`config.mk`:
```
export PLATFORM = sky130hd
export DESIGN_NAME = uart_rx_frame
export DESIGN_NICKNAME = d
export VERILOG_FILES = /design/src/rtl/uart_pkg.sv /design/src/rtl/sync_2ff.sv /design/src/rtl/uart_rx_frame.sv
export SDC_FILE = /design/constraint.sdc
export NUM_CORES = 1
export LEC_CHECK = 0
export BUFFER_PORTS_ARGS = -buffer_cell sky130_fd_sc_hd__buf_4
export CAP_MARGIN = 20
export CORE_ASPECT_RATIO = 1.5
export CORE_UTILIZATION = 63
export CTS_CLUSTER_SIZE = 14
export DETAILED_ROUTE_END_ITERATION = 16
export GPL_TIMING_DRIVEN = 0
export HOLD_SLACK_MARGIN = 0.06
export PLACE_DENSITY = 0.83
export RECOVER_POWER = 25
export SYNTH_ARGS = -nofsm -noshare
export SYNTH_HDL_FRONTEND = slang
export SYNTH_SLANG_ARGS = --single-unit
```
`constraint.sdc`:
```
create_clock -name clk -period 3.6 [get_ports clk]
set_clock_uncertainty 0.15 [all_clocks]
set_input_delay 0.9 -clock clk [delete_from_list [all_inputs] [get_ports clk]]
set_output_delay 0.9 -clock clk [all_outputs]
set_load 0.02 [all_outputs]
```
`src/rtl/uart_pkg.sv`:
```
// ============================================================================
// Module      : uart_pkg
// Description : Shared types and constants for the UART receive path:
//               receiver state encoding, data/stop framing constants and
//               the bit-period helper function.
// Revision    : 1.0 - initial release
// ============================================================================
`default_nettype none

package uart_pkg;

  // Explicit 3-bit encoding; PARITY is only visited when the parity option
  // is compiled in.
  typedef enum logic [2:0] {
    IDLE   = 3'd0,
    START  = 3'd1,
    DATA   = 3'd2,
    PARITY = 3'd3,
    STOP   = 3'd4,
    BREAK  = 3'd5
  } state_t;

  localparam int   DATA_BITS   = 8;
  localparam logic STOP_SAMPLE = 1'b1;

  // Clocks per serial bit, truncated integer division.
  function automatic int calc_clks_per_bit(input int clk_freq, input int baud);
    return clk_freq / baud;
  endfunction

endpackage

`default_nettype wire

```
`src/rtl/sync_2ff.sv`:
```
// ============================================================================
// Module      : sync_2ff
// Description : Generic two-flop synchronizer for a single asynchronous bit.
//               Both flops reset to RESET_VAL so an idle-high line does not
//               produce a spurious edge out of reset.
// Ports       : clk   - destination clock
//               n_rst - asynchronous active-low reset
//               i_d   - asynchronous input
//               o_q   - synchronized output
// Revision    : 1.0 - initial release
// ============================================================================
`default_nettype none

module sync_2ff #(
  parameter logic RESET_VAL = 1'b1
) (
  input  logic clk,
  input  logic n_rst,
  input  logic i_d,
  output logic o_q
);

  logic r_meta;
  logic r_sync;

  always_ff @(posedge clk or negedge n_rst) begin
    if (!n_rst) begin
      r_meta <= RESET_VAL;
      r_sync <= RESET_VAL;
    end else begin
      r_meta <= i_d;
      r_sync <= r_meta;
    end
  end

  assign o_q = r_sync;

endmodule

`default_nettype wire

```
`src/rtl/uart_rx_frame.sv`:
```
// ============================================================================
// Module      : uart_rx_frame
// Description : 8N1 asynchronous serial receiver. The raw line is
//               synchronized, the start bit is verified at mid-bit and every
//               following bit is sampled one full bit period later, i.e. at
//               the centre of each bit cell.
//               Optional macro UART_RX_PARITY_EN adds an even-parity bit
//               between data and stop, plus a parity_err output.
// Ports       : clk        - system clock, rising edge
//               n_rst      - asynchronous active-low reset
//               rx         - raw serial line, idle high
//               rx_data    - last correctly received byte (holds)
//               rx_done    - one-cycle pulse, rx_data valid in same cycle
//               rx_busy    - high whenever the receiver is not IDLE
//               frame_err  - one-cycle pulse when the stop bit samples low
//               parity_err - (UART_RX_PARITY_EN only) one-cycle pulse on
//                            parity mismatch, at stop-sample time
// Revision    : 1.0 - initial release
// ============================================================================
`default_nettype none

module uart_rx_frame
  import uart_pkg::*;
#(
  parameter int CLK_FREQ = 50000000,
  parameter int BAUD     = 115200
) (
  input  logic       clk,
  input  logic       n_rst,
  input  logic       rx,
  output logic [7:0] rx_data,
  output logic       rx_done,
  output logic       rx_busy,
  output logic       frame_err
`ifdef UART_RX_PARITY_EN
  ,
  output logic       parity_err
`endif
);

  localparam int CLKS_PER_BIT = calc_clks_per_bit(CLK_FREQ, BAUD);
  localparam int c_CNT_W      = $clog2(CLKS_PER_BIT);

  localparam logic [c_CNT_W-1:0] c_CNT_FULL = c_CNT_W'(CLKS_PER_BIT - 1);
  localparam logic [c_CNT_W-1:0] c_CNT_HALF = c_CNT_W'(CLKS_PER_BIT / 2 - 1);
  localparam logic [c_CNT_W-1:0] c_CNT_ONE  = c_CNT_W'(1);
  localparam logic [2:0]         c_LAST_BIT = 3'(DATA_BITS - 1);

  state_t               r_state,     w_state_nxt;
  logic [c_CNT_W-1:0]   r_cnt,       w_cnt_nxt;
  logic [2:0]           r_bit_idx,   w_bit_idx_nxt;
  logic [7:0]           r_shift,     w_shift_nxt;
  logic [7:0]           r_data,      w_data_nxt;
  logic                 r_done,      w_done_nxt;
  logic                 r_frame_err, w_frame_err_nxt;
  logic                 r_busy,      w_busy_nxt;
  logic                 w_rx_s;
  logic                 w_par_ok;

`ifdef UART_RX_PARITY_EN
  logic                 r_par_bit,   w_par_bit_nxt;
  logic                 r_par_err,   w_par_err_nxt;

  // Even parity: data bits plus parity bit must XOR to zero.
  assign w_par_ok = ~(^{r_shift, r_par_bit});
`else
  assign w_par_ok = 1'b1;
`endif

  sync_2ff #(
    .RESET_VAL (1'b1)
  ) u_sync (
    .clk   (clk),
    .n_rst (n_rst),
    .i_d   (rx),
    .o_q   (w_rx_s)
  );

  always_ff @(posedge clk or negedge n_rst) begin
    if (!n_rst) begin
      r_state     <= IDLE;
      r_cnt       <= '0;
      r_bit_idx   <= '0;
      r_shift     <= '0;
      r_data      <= 8'h00;
      r_done      <= 1'b0;
      r_frame_err <= 1'b0;
      r_busy      <= 1'b0;
`ifdef UART_RX_PARITY_EN
      r_par_bit   <= 1'b0;
      r_par_err   <= 1'b0;
`endif
    end else begin
      r_state     <= w_state_nxt;
      r_cnt       <= w_cnt_nxt;
      r_bit_idx   <= w_bit_idx_nxt;
      r_shift     <= w_shift_nxt;
      r_data      <= w_data_nxt;
      r_done      <= w_done_nxt;
      r_frame_err <= w_frame_err_nxt;
      r_busy      <= w_busy_nxt;
`ifdef UART_RX_PARITY_EN
      r_par_bit   <= w_par_bit_nxt;
      r_par_err   <= w_par_err_nxt;
`endif
    end
  end

  always_comb begin
    w_state_nxt     = r_state;
    w_cnt_nxt       = r_cnt;
    w_bit_idx_nxt   = r_bit_idx;
    w_shift_nxt     = r_shift;
    w_data_nxt      = r_data;
    w_done_nxt      = 1'b0;
    w_frame_err_nxt = 1'b0;
`ifdef UART_RX_PARITY_EN
    w_par_bit_nxt   = r_par_bit;
    w_par_err_nxt   = 1'b0;
`endif

    case (r_state)
      IDLE: begin
        if (!w_rx_s) begin
          w_cnt_nxt   = '0;
          w_state_nxt = START;
        end
      end

      // Re-check the line at mid start bit; a high level means a glitch.
      START: begin
        if (r_cnt == c_CNT_HALF) begin
          if (w_rx_s) begin
            w_state_nxt = IDLE;
          end else begin
            w_cnt_nxt     = '0;
            w_bit_idx_nxt = '0;
            w_state_nxt   = DATA;
          end
        end else begin
          w_cnt_nxt = r_cnt + c_CNT_ONE;
        end
      end

      // Counting a full period from mid start bit lands on mid data bit.
      DATA: begin
        if (r_cnt == c_CNT_FULL) begin
          w_shift_nxt[r_bit_idx] = w_rx_s;
          w_cnt_nxt              = '0;
          if (r_bit_idx == c_LAST_BIT) begin
`ifdef UART_RX_PARITY_EN
            w_state_nxt = PARITY;
`else
            w_state_nxt = STOP;
`endif
          end else begin
            w_bit_idx_nxt = r_bit_idx + 3'd1;
          end
        end else begin
          w_cnt_nxt = r_cnt + c_CNT_ONE;
        end
      end

`ifdef UART_RX_PARITY_EN
      PARITY: begin
        if (r_cnt == c_CNT_FULL) begin
          w_par_bit_nxt = w_rx_s;
          w_cnt_nxt     = '0;
          w_state_nxt   = STOP;
        end else begin
          w_cnt_nxt = r_cnt + c_CNT_ONE;
        end
      end
`endif

      // Leaving at mid stop bit lets a start bit that directly follows the
      // stop bit be caught without any inter-frame gap.
      STOP: begin
        if (r_cnt == c_CNT_FULL) begin
          w_cnt_nxt = '0;
`ifdef UART_RX_PARITY_EN
          w_par_err_nxt = ~w_par_ok;
`endif
          if (w_rx_s == STOP_SAMPLE) begin
            if (w_par_ok) begin
              w_data_nxt = r_shift;
              w_done_nxt = 1'b1;
            end
            w_state_nxt = IDLE;
          end else begin
            w_frame_err_nxt = 1'b1;
            w_state_nxt     = BREAK;
          end
        end else begin
          w_cnt_nxt = r_cnt + c_CNT_ONE;
        end
      end

      // Hold off until the line returns high so a break cannot retrigger.
      BREAK: begin
        if (w_rx_s) begin
          w_state_nxt = IDLE;
        end
      end

      default: begin
        w_state_nxt = IDLE;
      end
    endcase

    w_busy_nxt = (w_state_nxt != IDLE);
  end

  assign rx_data   = r_data;
  assign rx_done   = r_done;
  assign rx_busy   = r_busy;
  assign frame_err = r_frame_err;
`ifdef UART_RX_PARITY_EN
  assign parity_err = r_par_err;
`endif

endmodule

`default_nettype wire

```
Yosys cells after proc, flatten, opt, wreduce, memory -nomap -nowiden
Cells that the tools add are included.
{ "classes": {"add_sub_neg": 2, "order_cmp": 2, "eq_ne": 11, "mux": 27, "n_reduce_logical": 9} }
{ "ops": {"columns": ["op", "count"], "rows": [
  ["two-way mux 3 bit", 11],
  ["two-way mux 9 bit", 3],
  ["one-hot mux 9 bit (3 select lines)", 1],
  ["one-hot mux 3 bit (5 select lines)", 1],
  ["adder 9 x 1 -> 9 bit (second input constant)", 1],
  ["== test 3 bit (second input constant)", 3],
  ["== test 9 x 8 -> 1 bit (second input constant)", 1],
  ["== test 9 bit (second input constant)", 1],
  ["bitwise mux 8 bit", 1],
  ["inequality test 2 bit (second input constant)", 4],
  ["two-way mux 1 bit", 7],
  ["one-hot mux 3 bit (2 select lines)", 1],
  ["nonzero test 3 bit", 2],
  ["AND reduction 5 bit", 1],
  ["less-than comparator 3 x 4 -> 1 bit (second input constant)", 1],
  ["adder 3 x 1 -> 3 bit (second input constant)", 1],
  ["demux 1 bit (select 3 bit)", 1],
  ["== test 3 x 1 -> 1 bit (second input constant)", 1],
  ["== test 3 x 2 -> 1 bit (second input constant)", 1],
  ["greater-or-equal comparator 3 x 1 -> 1 bit (second input constant)", 1],
  ["zero test 3 bit", 1],
  ["AND reduction 3 bit", 1],
  ["two-way mux 2 bit", 1],
  ["AND reduction 2 bit", 1],
  ["3 further kinds", 3]
]} }
{ "word_totals": {"register_bits": 36} }

Logic depth before layout (Yosys ltp)
{ "depth": {"word_depth": 5, "ltp_mapped": 7} }

Hierarchy
A second synthesis with hierarchy kept.
{ "unflattened": {"hier_cells": 167, "area_unflattened_um2": 1824.2} }
{ "by_module_without_submodules": {"columns": ["mod", "instances", "cells_per_inst", "area_per_inst_um2"], "rows": [
  ["uart_rx_frame", 1, 165, 1771.7],
  ["sync_2ff", 1, 2, 52.6]
]} }

Worst setup path before layout
Ideal clock, no wire load.
{ "synth_timing": {"kind": "register to register", "from": "register r_cnt[1]", "to": "register r_shift[3]", "setup_time_ns": 0.125, "t_arrival_ns": 1.912, "required_ns": 3.325, "path_slack_ns": 1.413, "stages_incl_launch_ff": 7, "synth_period_minus_slack_ns": 2.187, "path_cell_list": "dfrtp_1 > inv_1 > ha_1 > nand4b_1 > or4_4 > nor3b_2 > mux2_2"} }
{ "synth_via": {"elab_chain_len": 2} }
{ "synth_lines": {"columns": ["element", "line", "rtl"], "rows": [
  ["from (decl)", "uart_rx_frame.sv:50", "logic [c_CNT_W-1:0] r_cnt, w_cnt_nxt;"],
  ["from (signal assigned)", "uart_rx_frame.sv:95", "r_cnt <= w_cnt_nxt;"],
  ["== test 9 bit", "uart_rx_frame.sv:147", "if (r_cnt == c_CNT_FULL) begin"],
  ["AND reduction 2 bit (no source line)", null, null],
  ["to (signal assigned)", "uart_rx_frame.sv:97", "r_shift <= w_shift_nxt;"],
  ["to (decl)", "uart_rx_frame.sv:52", "logic [7:0] r_shift, w_shift_nxt;"]
]} }
No other way between the ends.
A chain may end at the register's enable or synchronous reset.

Worst setup path after layout
{ "layout_timing": {"from": "register r_cnt[1]", "to": "register r_data[0] (netlist: rx_data[0])"} }
{ "layout_via": {"elab_chain_len": 2} }
{ "layout_lines": {"columns": ["element", "line", "rtl"], "rows": [
  ["== test 9 bit", "uart_rx_frame.sv:179", "if (r_cnt == c_CNT_FULL) begin"],
  ["AND reduction 3 bit (no source line)", null, null],
  ["to (signal assigned)", "uart_rx_frame.sv:98", "r_data <= w_data_nxt;"],
  ["to (decl)", "uart_rx_frame.sv:53", "logic [7:0] r_data, w_data_nxt;"]
]} }
No other way between the ends.

==> impl_metrics.toml <==
[status]
status = "complete, but fails checks"
violations = "capacitance limit, slew limit"

[die]
rows = 24
start_util_pct = 66.23
io_pins = 14
core-area_um2 = 2883
die-area_um2 = 3260
die_h_um = 69.43
die_width_um = 46.95

[global_routing]
grt_pass1_vias = 1474
grt-ovfl-total = 0
grt_max_degree = 37
grt_pass1_wl_um = 6803
antenna_found_initial = 0
track_usage_pct = 29.51

[clock_tree]
cts_setup_buffers = 0
postCtsHoldBufs = 0
clk_pin_slew_worst_paths_ps = 60
clockBufferDepth = 2
cts_inserted_buffers = 5
clock-sinks = 36
root_buffer = "clkbuf_8"
cts.htree.levels = 2
cts_tree = "built"
clock_latency_ps = 280
cts_resized = 0

[setup_path]
r2r_slack_ps = 1130
rr_worst_depth = 6
r2r_end = "rx_data[0]"
reg2reg_from = "r_cnt[1]"
endpoint_kind = "register"
crit_buf_inv = 1
arrival_ps = 2480
startpoint_type = "register"
crit_path_top_delay_cell = "dfrtp_1"
crit_required_ps = 3620
crit_type = "reg -> reg"
path_max_fanout = 9
path_cells = "inv_1 > ha_1 > nand4b_1 > nor2_1 > nand3_1 > mux2_2"
crit_family = "simple AND/OR/NAND/NOR gates"
slowest_delay_ps = 430

[sta]
grt_setup_unrepaired = "no"
hold_ws_ps = 210.9
period_needed_ps = 2466
finalSetupViolCount = 0
final_max_slew_viol_count = 37
clock.fmax_mhz = 405.6
slew_headroom_pct = -21.12
final_hold_viol_count = 0
post-route-period-util_pct = 68.49
tns_ps = 0
tightest_slew_ps = 1817

[cells_and_area]
final_common_cell = "dfrtp_1"
seq_area_um2 = 903.4
final_cell_mix = "34 x dfrtp_1, 16 x mux2_2, 12 x inv_1"
drive_gt1_share_pct = 25.51
diodes = 0
final_nets = 204
area_growth_pct = 12.52
nFillCells = 220
multi_input_area_um2 = 929.6

[synth]
synth.mux.area_fraction_pct = 9.436
synth_top_flop_cell = "dfrtp_1"
synth_edf_count = 0
synth_top_family_by_area = "simple AND/OR/NAND/NOR gates"
seq_area_frac_synth_pct = 47.31
synthArstFlopShare_pct = 100.0
synth_fa_ha_area_share_pct = 3.801
yosys_warnings = 0
syn_area_um2 = 1909
yosys.area.top_type = "dfrtp_1"
synth.distinct_cells = 50
synth_cells = 176
synth_compound_area_share_pct = 16.71
syn_nets = 184
yosysTopAreaCellShare_pct = 44.56
yosys-top-cells-area = "dfrtp_1 45%, mux2_2 9.4%, ha_1 3.3%"
yosys.area_share.simple_pct = 17.37
synth-xor-area-share_pct = 1.376
synth-seq-cells = 36
avgSynthCellArea_um2 = 10.85

[hold_path]
hp-class = "reg -> reg"
holdPathEnd = "u_sync.o_q"
hold_start = "u_sync.r_meta"
whs_path_depth = 0

[route]
dr.max_layer_used = "met4"
drt.antenna.violating_nets = 0
remaining_drc_errors = 0
drt-total-wl_um = 4001
met3_length_um = 163
m1WireLength_um = 1481
vias = 1480
wl_per_cell_um = 17.03
first_pass_iters = 4
dr.first_iter.drc_count = 54
viasPerCell = 6.298
wl_met2_um = 2284

[job]
drv_cap = 1

[pwr]
p_per_area_nw_per_um2 = 335.5
total_leakage_power_nw = 0.9783
ir_worst_vdd_v = 0.0003050
power.total_uw = 720.7

[placement]
portBuffers = 13
dpl.hpwl_um = 2947
gp_congestion = 0.8541
-- power breakdown --
part           leakage [nW]  internal [mW]  total (mW)  switching [mW]
Combinational         0.452        0.00182      0.0134          0.0116
Clock                0.0503          0.170       0.300           0.130
Sequential            0.476          0.407       0.407        0.000497
Total                 0.978          0.579       0.721           0.142
-- registers in the layout, indices dropped and copies added (netlist names) --
name and cells:
frame_err 1, rx_data 8, u_sync.r_meta 1, r_bit_idx 3
u_sync.o_q 1, rx_busy 1, r_shift 8, rx_done 1
r_state 3, r_cnt 9
-- stage by stage --
stage          utilization [%]  std cells  area (um2)  worst slack (ps)
6_report                 74.52        235        2148              1134
3_3_place_gp             71.31        228        2056              1261
3_5_place_dp             71.31        228        2056              1177
5_1_grt                  74.52        235        2148             852.3
4_1_cts                  74.65        235        2152              1163
2_1_floorplan                -        176        1909              1413
-- how the worst max path moves through the flow --
stage / start / end / slack, ps / depth (start not counted)
finish: r_cnt[1] / rx_data[0] / 1130 / 6
global route: n_rst / r_cnt[6] / 850 / 1
CTS: r_cnt[1] / rx_data[0] / 1160 / 6
detailed placement: r_cnt[1] / rx_data[6] / 1180 / 6
global placement: r_cnt[1] / r_shift[3] / 1260 / 6
floorplan: r_cnt[1] / r_shift[3] / 1410 / 6
-- Yosys cell counts (3+ instances only) --
master / instances
buf_2: 4
inv_1: 12
nand3_1: 6
dfrtp_1: 34
nand2_1: 7
a21oi_1: 7
nor4_1: 6
ha_1: 5
nor2_1: 9
nand3b_1: 3
o21ai_0: 9
nor3_1: 4
o211ai_1: 3
mux2_2: 16
nand2b_1: 3
-- logic make-up after synthesis --
| kind of cell | Yosys count |
|---|---|
| xor+xnor | 3 |
| compound gates | 43 |
| buf+inv | 19 |
| fa+ha+maj | 6 |
| simple gates | 53 |
| mux | 16 |
| flops | 36 |
-- layout make-up --
cell class,instances,share of cell area (%)
Multi-Input combinational cell,121,43.27
Sequential cell,36,42.05
Inverter,12,2.097
Buffer,7,1.456
Timing Repair Buffer,13,4.368
Clock buffer,7,4.485
Tap cell,39,2.271
-- routing by layer --
layer	vias to the layer above	global-route usage, %
met2	38	50.46
li1	697	-
met1	738	33.22
met5	-	0
met4	0	12.70
met3	7	6.250
No activity file was read; power rests on OpenSTA's default activity.
